$ cat config.mk
export PLATFORM = sky130hd
export DESIGN_NAME = mvm_row_loader
export DESIGN_NICKNAME = d
export VERILOG_FILES = /design/src/rtl/mvm_pkg.sv /design/src/rtl/mvm_row_serializer.sv /design/src/rtl/mvm_row_loader.sv
export SDC_FILE = /design/constraint.sdc
export NUM_CORES = 1
export LEC_CHECK = 0
export CORE_ASPECT_RATIO = 0.5
export CORE_MARGIN = 4
export CORE_UTILIZATION = 35
export DETAILED_ROUTE_END_ITERATION = 12
export MAX_ROUTING_LAYER = met4
export PLACE_DENSITY = 0.64
export SYNTH_ARGS = -nofsm -noshare
export SYNTH_HDL_FRONTEND = slang
export SYNTH_SLANG_ARGS = --single-unit
$ cat constraint.sdc
create_clock -name clk -period 2.73 [get_ports clk]
set_input_delay 0.4095 -clock clk [delete_from_list [all_inputs] [get_ports clk]]
set_output_delay 0.4095 -clock clk [all_outputs]
set_load 0.01 [all_outputs]
$ cat src/rtl/mvm_pkg.sv
// Shared types and constants for the MVM fill path: loader FSM states and
// row/byte geometry used by the row loader and its serializer.
package mvm_pkg;

    typedef enum logic [2:0] {
        IDLE  = 3'd0,
        REQ   = 3'd1,
        WAIT  = 3'd2,
        SHIFT = 3'd3,
        DONE  = 3'd4
    } loader_state_t;

    localparam int DATA_WIDTH_DEF = 8;
    localparam int WORD_WIDTH_DEF = 64;
    localparam int BYTES_PER_ROW  = WORD_WIDTH_DEF / DATA_WIDTH_DEF;
    localparam int B_ROW          = 0;

    function automatic int bytes_per_row(input int word_width, input int data_width);
        return word_width / data_width;
    endfunction

endpackage

$ cat src/rtl/mvm_row_serializer.sv
// Holds one fetched row and emits it byte by byte, LSB first, advancing only
// when the destination FIFO can accept the byte.
module mvm_row_serializer
    import mvm_pkg::*;
#(
    parameter int DATA_WIDTH = DATA_WIDTH_DEF,
    parameter int WORD_WIDTH = WORD_WIDTH_DEF
) (
    input  logic                  clk_i,
    input  logic                  rst_i,
    input  logic                  load_i,
    input  logic [WORD_WIDTH-1:0] row_i,
    input  logic                  shift_en_i,
    input  logic                  full_i,
    output logic [DATA_WIDTH-1:0] byte_o,
    output logic                  fire_o,
    output logic                  last_byte_o
);

    localparam int BPR   = bytes_per_row(WORD_WIDTH, DATA_WIDTH);
    localparam int CNT_W = (BPR > 1) ? $clog2(BPR) : 1;

    logic [WORD_WIDTH-1:0] row_buf_q, row_buf_d;
    logic [CNT_W-1:0]      cnt_q, cnt_d;
    logic                  at_last;

    assign at_last     = (cnt_q == CNT_W'(BPR - 1));
    assign fire_o      = shift_en_i && !full_i;
    assign last_byte_o = fire_o && at_last;
    assign byte_o      = row_buf_q[cnt_q*DATA_WIDTH +: DATA_WIDTH];

    // A full destination simply withholds fire_o, so the counter holds the byte.
    always_comb begin
        row_buf_d = row_buf_q;
        cnt_d     = cnt_q;
        if (load_i) begin
            row_buf_d = row_i;
            cnt_d     = '0;
        end else if (fire_o) begin
            cnt_d = at_last ? '0 : cnt_q + 1'b1;
        end
    end

    always_ff @(posedge clk_i) begin
        if (rst_i) begin
            row_buf_q <= '0;
            cnt_q     <= '0;
        end else begin
            row_buf_q <= row_buf_d;
            cnt_q     <= cnt_d;
        end
    end

endmodule

$ cat src/rtl/mvm_row_loader.sv
// Fetches NUM_MAC+1 rows from the ROM and streams them bytewise into the
// vector-B FIFO (row 0) and matrix-A FIFOs (rows 1..NUM_MAC), then pulses done.
module mvm_row_loader
    import mvm_pkg::*;
#(
    parameter int DATA_WIDTH = DATA_WIDTH_DEF,
    parameter int NUM_MAC    = 8,
    parameter int WORD_WIDTH = WORD_WIDTH_DEF,
    parameter int ADDR_WIDTH = 4
) (
    input  logic                  clk,
    input  logic                  rst,
    input  logic                  start,
    output logic                  busy,
    output logic                  done,
    output logic [ADDR_WIDTH-1:0] mem_address,
    output logic                  mem_read,
    input  logic [WORD_WIDTH-1:0] mem_readdata,
    input  logic                  mem_readdatavalid,
    input  logic                  mem_waitrequest,
    output logic                  b_wren,
    input  logic                  b_full,
    output logic [NUM_MAC-1:0]    a_wren,
    input  logic [NUM_MAC-1:0]    a_full,
    output logic [DATA_WIDTH-1:0] wr_data,
    output loader_state_t         dbg_state
);

    localparam int ROW_W = $clog2(NUM_MAC + 1);
    localparam logic [ROW_W-1:0] LAST_ROW = ROW_W'(NUM_MAC);

    // Memory handshake: a request is accepted in a cycle with mem_read=1 and
    // mem_waitrequest=0; mem_readdata is only trusted with mem_readdatavalid in WAIT.
    loader_state_t         state_q, state_d;
    logic [ROW_W-1:0]      row_q, row_d;
    logic [NUM_MAC-1:0]    a_sel;
    logic                  is_b;
    logic                  dest_full;
    logic                  load;
    logic                  shift_en;
    logic                  fire;
    logic                  row_last;
    logic [DATA_WIDTH-1:0] ser_byte;

    always_comb begin
        a_sel = '0;
        for (int i = 0; i < NUM_MAC; i++) begin
            if (row_q == ROW_W'(i + 1)) a_sel[i] = 1'b1;
        end
    end

    assign is_b      = (row_q == ROW_W'(B_ROW));
    assign dest_full = is_b ? b_full : |(a_full & a_sel);
    assign load      = (state_q == WAIT) && mem_readdatavalid;
    assign shift_en  = (state_q == SHIFT);

    mvm_row_serializer #(
        .DATA_WIDTH (DATA_WIDTH),
        .WORD_WIDTH (WORD_WIDTH)
    ) u_serializer (
        .clk_i       (clk),
        .rst_i       (rst),
        .load_i      (load),
        .row_i       (mem_readdata),
        .shift_en_i  (shift_en),
        .full_i      (dest_full),
        .byte_o      (ser_byte),
        .fire_o      (fire),
        .last_byte_o (row_last)
    );

    always_comb begin
        state_d = state_q;
        row_d   = row_q;
        case (state_q)
            IDLE: begin
                if (start) begin
                    state_d = REQ;
                    row_d   = '0;
                end
            end
            REQ: begin
                if (!mem_waitrequest) state_d = WAIT;
            end
            WAIT: begin
                if (mem_readdatavalid) state_d = SHIFT;
            end
            SHIFT: begin
                if (row_last) begin
                    if (row_q == LAST_ROW) begin
                        state_d = DONE;
                        row_d   = '0;
                    end else begin
                        state_d = REQ;
                        row_d   = row_q + 1'b1;
                    end
                end
            end
            DONE: begin
                state_d = IDLE;
            end
            default: begin
                state_d = IDLE;
                row_d   = '0;
            end
        endcase
    end

    always_ff @(posedge clk) begin
        if (rst) begin
            state_q <= IDLE;
            row_q   <= '0;
        end else begin
            state_q <= state_d;
            row_q   <= row_d;
        end
    end

    assign busy        = (state_q == REQ) || (state_q == WAIT) || (state_q == SHIFT);
    assign done        = (state_q == DONE);
    assign mem_read    = (state_q == REQ);
    assign mem_address = ADDR_WIDTH'(row_q);
    assign b_wren      = fire && is_b;
    assign a_wren      = fire ? a_sel : '0;
    assign wr_data     = shift_en ? ser_byte : '0;
    assign dbg_state   = state_q;

endmodule
# --- After elaboration in Yosys (flattened, before gate mapping) ---
# Index checks and enable logic that the tools add are counted.
word_totals:
  register_bits: 74
  out_inout_bits: 27
  word_cells: 62
op_classes:
  addsub: 2
  n_eq_ne: 17
  shift: 1
  mux: 22
  bitwise: 2
  n_reduce_logical: 14
op_table:
  columns: ["cell", "n"]
  rows:
  - ["$shiftx A64 B7 Y8", 1]
  - ["$mux W3", 6]
  - ["$eq A4 B3 Y1 const B", 4]
  - ["$mux W8", 2]
  - ["$mux W4", 3]
  - ["$pmux W3 S4", 1]
  - ["$pmux W4 S3", 1]
  - ["$mux W1", 9]
  - ["$and A8 B8 Y8", 1]
  - ["$eq A4 B2 Y1 const B", 2]
  - ["$reduce_or A8 Y1", 1]
  - ["$eq A3 B2 Y1 const B", 2]
  - ["$eq A3 B3 Y1 const B", 2]
  - ["$ne A2 B2 Y1 const B", 3]
  - ["$add A4 B1 Y4 const B", 1]
  - ["$eq A4 B1 Y1 const B", 1]
  - ["$eq A4 B4 Y1 const B", 1]
  - ["$logic_and A1 B1 Y1", 4]
  - ["$logic_not A4 Y1", 1]
  - ["$reduce_and A4 Y1", 1]
  - ["$add A3 B1 Y3 const B", 1]
  - ["$eq A3 B1 Y1 const B", 1]
  - ["$logic_not A3 Y1", 1]
  - ["$reduce_and A3 Y1", 1]
  - ["6 further kinds", 7]

# --- Logic depth before layout (Yosys ltp) ---
logic_depth:
  depth_word: 10
  mapped_depth: 7
  ltp_nobuf: 7

# --- Modules after synthesis ---
# A second synthesis with hierarchy kept.
unflattened:
  cells_unflattened: 342
  hier_area_um2: 3651.0
by_module_without_submodules:
  columns: ["mod", "instances", "cells_each", "area_each_um2", "seq_area_each_um2"]
  rows:
  - ["mvm_row_serializer", 1, 251, 2931.6, 1341.3]
  - ["mvm_row_loader", 1, 91, 719.4, 140.1]

# --- Worst setup path before layout ---
# Ideal clock, no wire load.
synth_timing:
  path_kind: "reg-to-output"
  startpoint: "reg row_q[0] (netlist: mem_address[0])"
  endpoint: "out a_wren[3]"
  arrival_time_ns: 2.036
  t_required_ns: 2.321
  setup_slack_ns: 0.285
  stages_incl_launch_ff: 8
  n_path_buf: 0
  cell_sequence: "dfxtp_1 -> inv_1 -> ha_1 -> a222oi_1 -> nand3_1 -> a211oi_4 -> nand3_1 -> nor2_1"
synth_between:
  elab_chain_cells: 8
synth_lines:
  columns: ["element", "line", "text"]
  rows:
  - ["from (decl)", "mvm_row_loader.sv:35", "logic [ROW_W-1:0] row_q, row_d;"]
  - ["from (signal assigned)", "mvm_row_loader.sv:115", "row_q <= row_d;"]
  - ["$eq A4 B1 Y1, or another cell as far along", "mvm_row_loader.sv:48", "if (row_q == ROW_W'(i + 1)) a_sel[i] = 1'b1;"]
  - ["$mux W1", "mvm_row_loader.sv:48", null]
  - ["$and A8 B8 Y8", "mvm_row_loader.sv:53", "assign dest_full = is_b ? b_full : |(a_full & a_sel);"]
  - ["$reduce_or A8 Y1", "mvm_row_loader.sv:53", null]
  - ["$mux W1", "mvm_row_loader.sv:53", null]
  - ["$logic_not A1 Y1", "mvm_row_serializer.sv:28", "assign fire_o = shift_en_i && !full_i;"]
  - ["$logic_and A1 B1 Y1", "mvm_row_serializer.sv:28", null]
  - ["$mux W8 (*)", "mvm_row_loader.sv:124", "assign a_wren = fire ? a_sel : '0;"]
  - ["to (decl)", "mvm_row_loader.sv:23", "output logic [NUM_MAC-1:0] a_wren,"]
# Every way passes the cells marked *; elsewhere a longest branch is shown, timed or not.

# --- Worst setup path after layout ---
layout_timing:
  startpoint: "reg row_q[0] (netlist: mem_address[0])"
  endpoint: "out a_wren[4]"
# The elaborated chain is that of the path after synthesis.

==> flow_summary_export.csv <==
group,metric,value,unit
status,run_status,"finished, final reports clean",
route,drt_iter0_markers,164,
logic_synthesis,synth.distinct_cells,39,
sta,period_share,97.9,%
logic_synthesis,synthCells,418,
logic_synthesis,netlist_area,3470,sq um
route,routedWlPerCell,14.5,um
logic_synthesis,synth_flop_cell,"dfxtp_1",
floorplanning,coreArea,9540,sq um
cells_and_area,n_antenna_cell,0,
placed_design,preCtsSetupSlack,-0.212,ns
sta,setup_viol,0,
placed_design,port_buffers,104,
pwr,clockPowerShare,47.4,%
route,drc,0,
cells_and_area,nets,603,
route,ant_nets,0,
cells_and_area,drive_gt1_share,16.0,%
worst_setup_path,critPathKind,"register to primary output",
route,first_pass_iters,5,
worst_setup_path,cp.required,2.32,ns
logic_synthesis,synth_most_common_cell,"nand2_1",
cells_and_area,nFillCells,890,
sta,hold_ws,0.384,ns
sta,tns,0,ns
clocking,cts-htree-levels,3,
route,viasPerCell,4.91,
pwr,power.switching,567,uW
worst_setup_path,crit_fanout,4,
sta,worst_pin_slew,0.665,ns
logic_synthesis,syn-num-nets,502,
global_route,grt-ovfl-total,0,
worst_setup_path,cp_slowest_cell,"dfxtp_4",
sta,hold_viol,0,
sta,relSlewSlack,55.7,%
clocking,clk_pin_slew,0.05,ns
logic_synthesis,synth_enable_flop_cells,0,
floorplanning,num_rows,25,
clocking,cts_tree,"yes",
global_route,grt_max_degree,65,
cells_and_area,syn_to_final_growth,47.1,%
sta,max_freq,374,MHz
logic_synthesis,async_flop_share,0,%
logic_synthesis,syn_area_per_cell,8.29,sq um
logic_synthesis,yosys_warnings,0,
sta,layout_min_cycle_time,2.67,ns
sta,rsz0062_at_grt,"yes",
global_route,track_usage,17.4,%
floorplanning,dieArea,11700,sq um
flow_run,max-cap-violations,0,
floorplanning,ios,105,
pwr,vdd_drop_max,343,uV
pwr,p_leak,0.00172,uW
logic_synthesis,ys_seq_area_share,42.7,%
logic_synthesis,synth_seq_cells,74,
clocking,clock_path_buffers,2,
worst_setup_path,critPathCaptureType,"primary output",
pwr,report.power.total,2630,uW
global_route,grt_pass1_wl,15700,um
cells_and_area,multi_input_area,1900,sq um
floorplanning,start_util,36.3,%
clocking,numClockSinks,74,
placed_design,placed_area,4680,sq um
logic_synthesis,post-synth-top-area-cell,"dfxtp_1",
floorplanning,chipWidth,149,um
clocking,cts_root_buf,"clkbuf_16",
placed_design,dp_hpwl,6900,um
floorplanning,die_h,78.4,um
logic_synthesis,ys_top_cells_by_area,"dfxtp_1 43%, nand2_1 15%, mux4_2 10%",
cells_and_area,regArea,1490,sq um
placed_design,gp_congestion,0.811,
pwr,powerDensity,516,nW/um^2
route,wirelength,9590,um
worst_setup_path,arrival,2.26,ns
pwr,power_frac_comb,9.9,%
worst_setup_path,worstSetupStartpointType,"register",
logic_synthesis,ys_top_cells_by_count,"135 x nand2_1, 74 x dfxtp_1, 68 x a21oi_1",
cells_and_area,final_cell_area,5100,sq um
pwr,pwr-share-seq,42.7,%
pwr,swShare,21.5,%
pwr,p_int,2060,uW
sta,postLayoutSetupSlackWorst,0.0581,ns
worst_setup_path,cp_cell_sequence,"inv_4, ha_4, a222oi_1, nand3_1, a211oi_4, buf_6, nand3_4, nor2_2, buf_2",
logic_synthesis,netlist.area_leader.share,42.7,%
sta,fin_skew,0.00658,ns
global_route,antenna_found_initial,0,
min_path,min_path_type,"primary input to register",
clocking,cts_inserted_buffers,9,
worst_setup_path,crit_path_max_incr_delay,0.38,ns
route,vias,3234,
global_route,grt_pass1_vias,3124,
clocking,clkLatencyLatePin,0.33,ns
sta,slew_violations,0,
-- power by group through the flow --
stage / registers (uW) / logic (uW) / clock network [uW]
6_report: 1120 / 260 / 1250
5_1_grt: 1130 / 285 / 1330
4_1_cts: 1120 / 261 / 1280
3_5_place_dp: 1150 / 258 / 0
3_3_place_gp: 1150 / 257 / 0
2_1_floorplan: 1140 / 107 / 0
-- final cells by class --
class	count	share of cell area [%]
repair buffers	123	23.3
inverters	8	0.687
clock buffers	10	4.49
multi-input cells	303	37.2
well taps	135	3.31
clock inverters	6	1.77
flip-flops and latches	74	29.2
-- path summary, 6_finish.rpt --
| check | start | slack [ns] | to | cells past startpoint |
|---|---|---|---|---|
| max | mem_address[0] | 0.06 | a_wren[4] | 9 |
| min | rst | 0.38 | u_serializer.row_buf_q[13] | 2 |
| max reg2reg | mem_address[0] | 0.38 | u_serializer.cnt_q[1] | 11 |
| min reg2reg | u_serializer.row_buf_q[29] | 0.45 | u_serializer.row_buf_q[29] | 2 |
-- placed cells by master, fill, tap and decap left out, types with 2 or more instances in the layout --
| cell type | count |
|---|---|
| clkbuf_16 | 9 |
| and3_4 | 2 |
| buf_2 | 6 |
| buf_12 | 2 |
| nor2b_1 | 2 |
| nand2b_1 | 3 |
| nor3b_1 | 2 |
| or2_2 | 2 |
| bufinv_16 | 2 |
| nor2_2 | 2 |
| nor2_1 | 19 |
| o21ai_0 | 3 |
| nand2_1 | 135 |
| nor4b_1 | 2 |
| dfxtp_1 | 70 |
| clkdlybuf4s50_1 | 95 |
| ha_1 | 3 |
| mux4_2 | 16 |
| dfxtp_4 | 2 |
| nor3_2 | 3 |
| buf_6 | 5 |
| mux2i_1 | 13 |
| buf_4 | 15 |
| inv_1 | 6 |
| nand3_1 | 3 |
| dfxtp_2 | 2 |
| inv_4 | 2 |
| a21oi_1 | 68 |
| ha_4 | 2 |
-- kinds of logic after synthesis --
group                      share of synthesized area (%)
DFF                                                 42.7
and+or+nand+nor                                     22.8
AOI/OAI and AO/OA                                   13.3
muxes                                               14.2
buffers and inverters                               4.80
adders and majority gates                           2.17
-- timing repair --
action | 4_1_cts | 5_1_grt
pin swaps | 4 | 7
buffers inserted | 3 | 1
hold buffers | 0 | 0
endpoints found under the hold margin | 0 | 0
gates resized for setup | 26 | 36
endpoints found under the setup margin | 8 | 16
-- critical path, delay by kind of cell, from the launching register on --
family | cells | cell delay (ns)
AND/OR/NAND/NOR | 3 | 0.44
flip-flops | 1 | 0.38
buffers and inverters | 3 | 0.31
adder cells (fa/ha/maj) | 1 | 0.15
AO/OA/AOI/OAI | 2 | 0.66
-- registers in the layout, summed over array words and instances (netlist names) --
signal and flops:
u_serializer.row_buf_q 64, mem_address 4, dbg_state 3, u_serializer.cnt_q 3
-- per-layer routing --
layer / global-route usage (%) / routed length, um
met5: - / 0
met4: 6.03 / 140
met1: 22.3 / 4430
met2: 26.8 / 4410
met3: 4.73 / 613
-- through the flow --
step / util [%] / instances
2_1_floorplan: - / 418
3_3_place_gp: 49.1 / 640
3_5_place_dp: 49.1 / 640
4_1_cts: 52.9 / 659
5_1_grt: 53.5 / 659
6_report: 53.5 / 659
(Power assumes the default switching activity.)
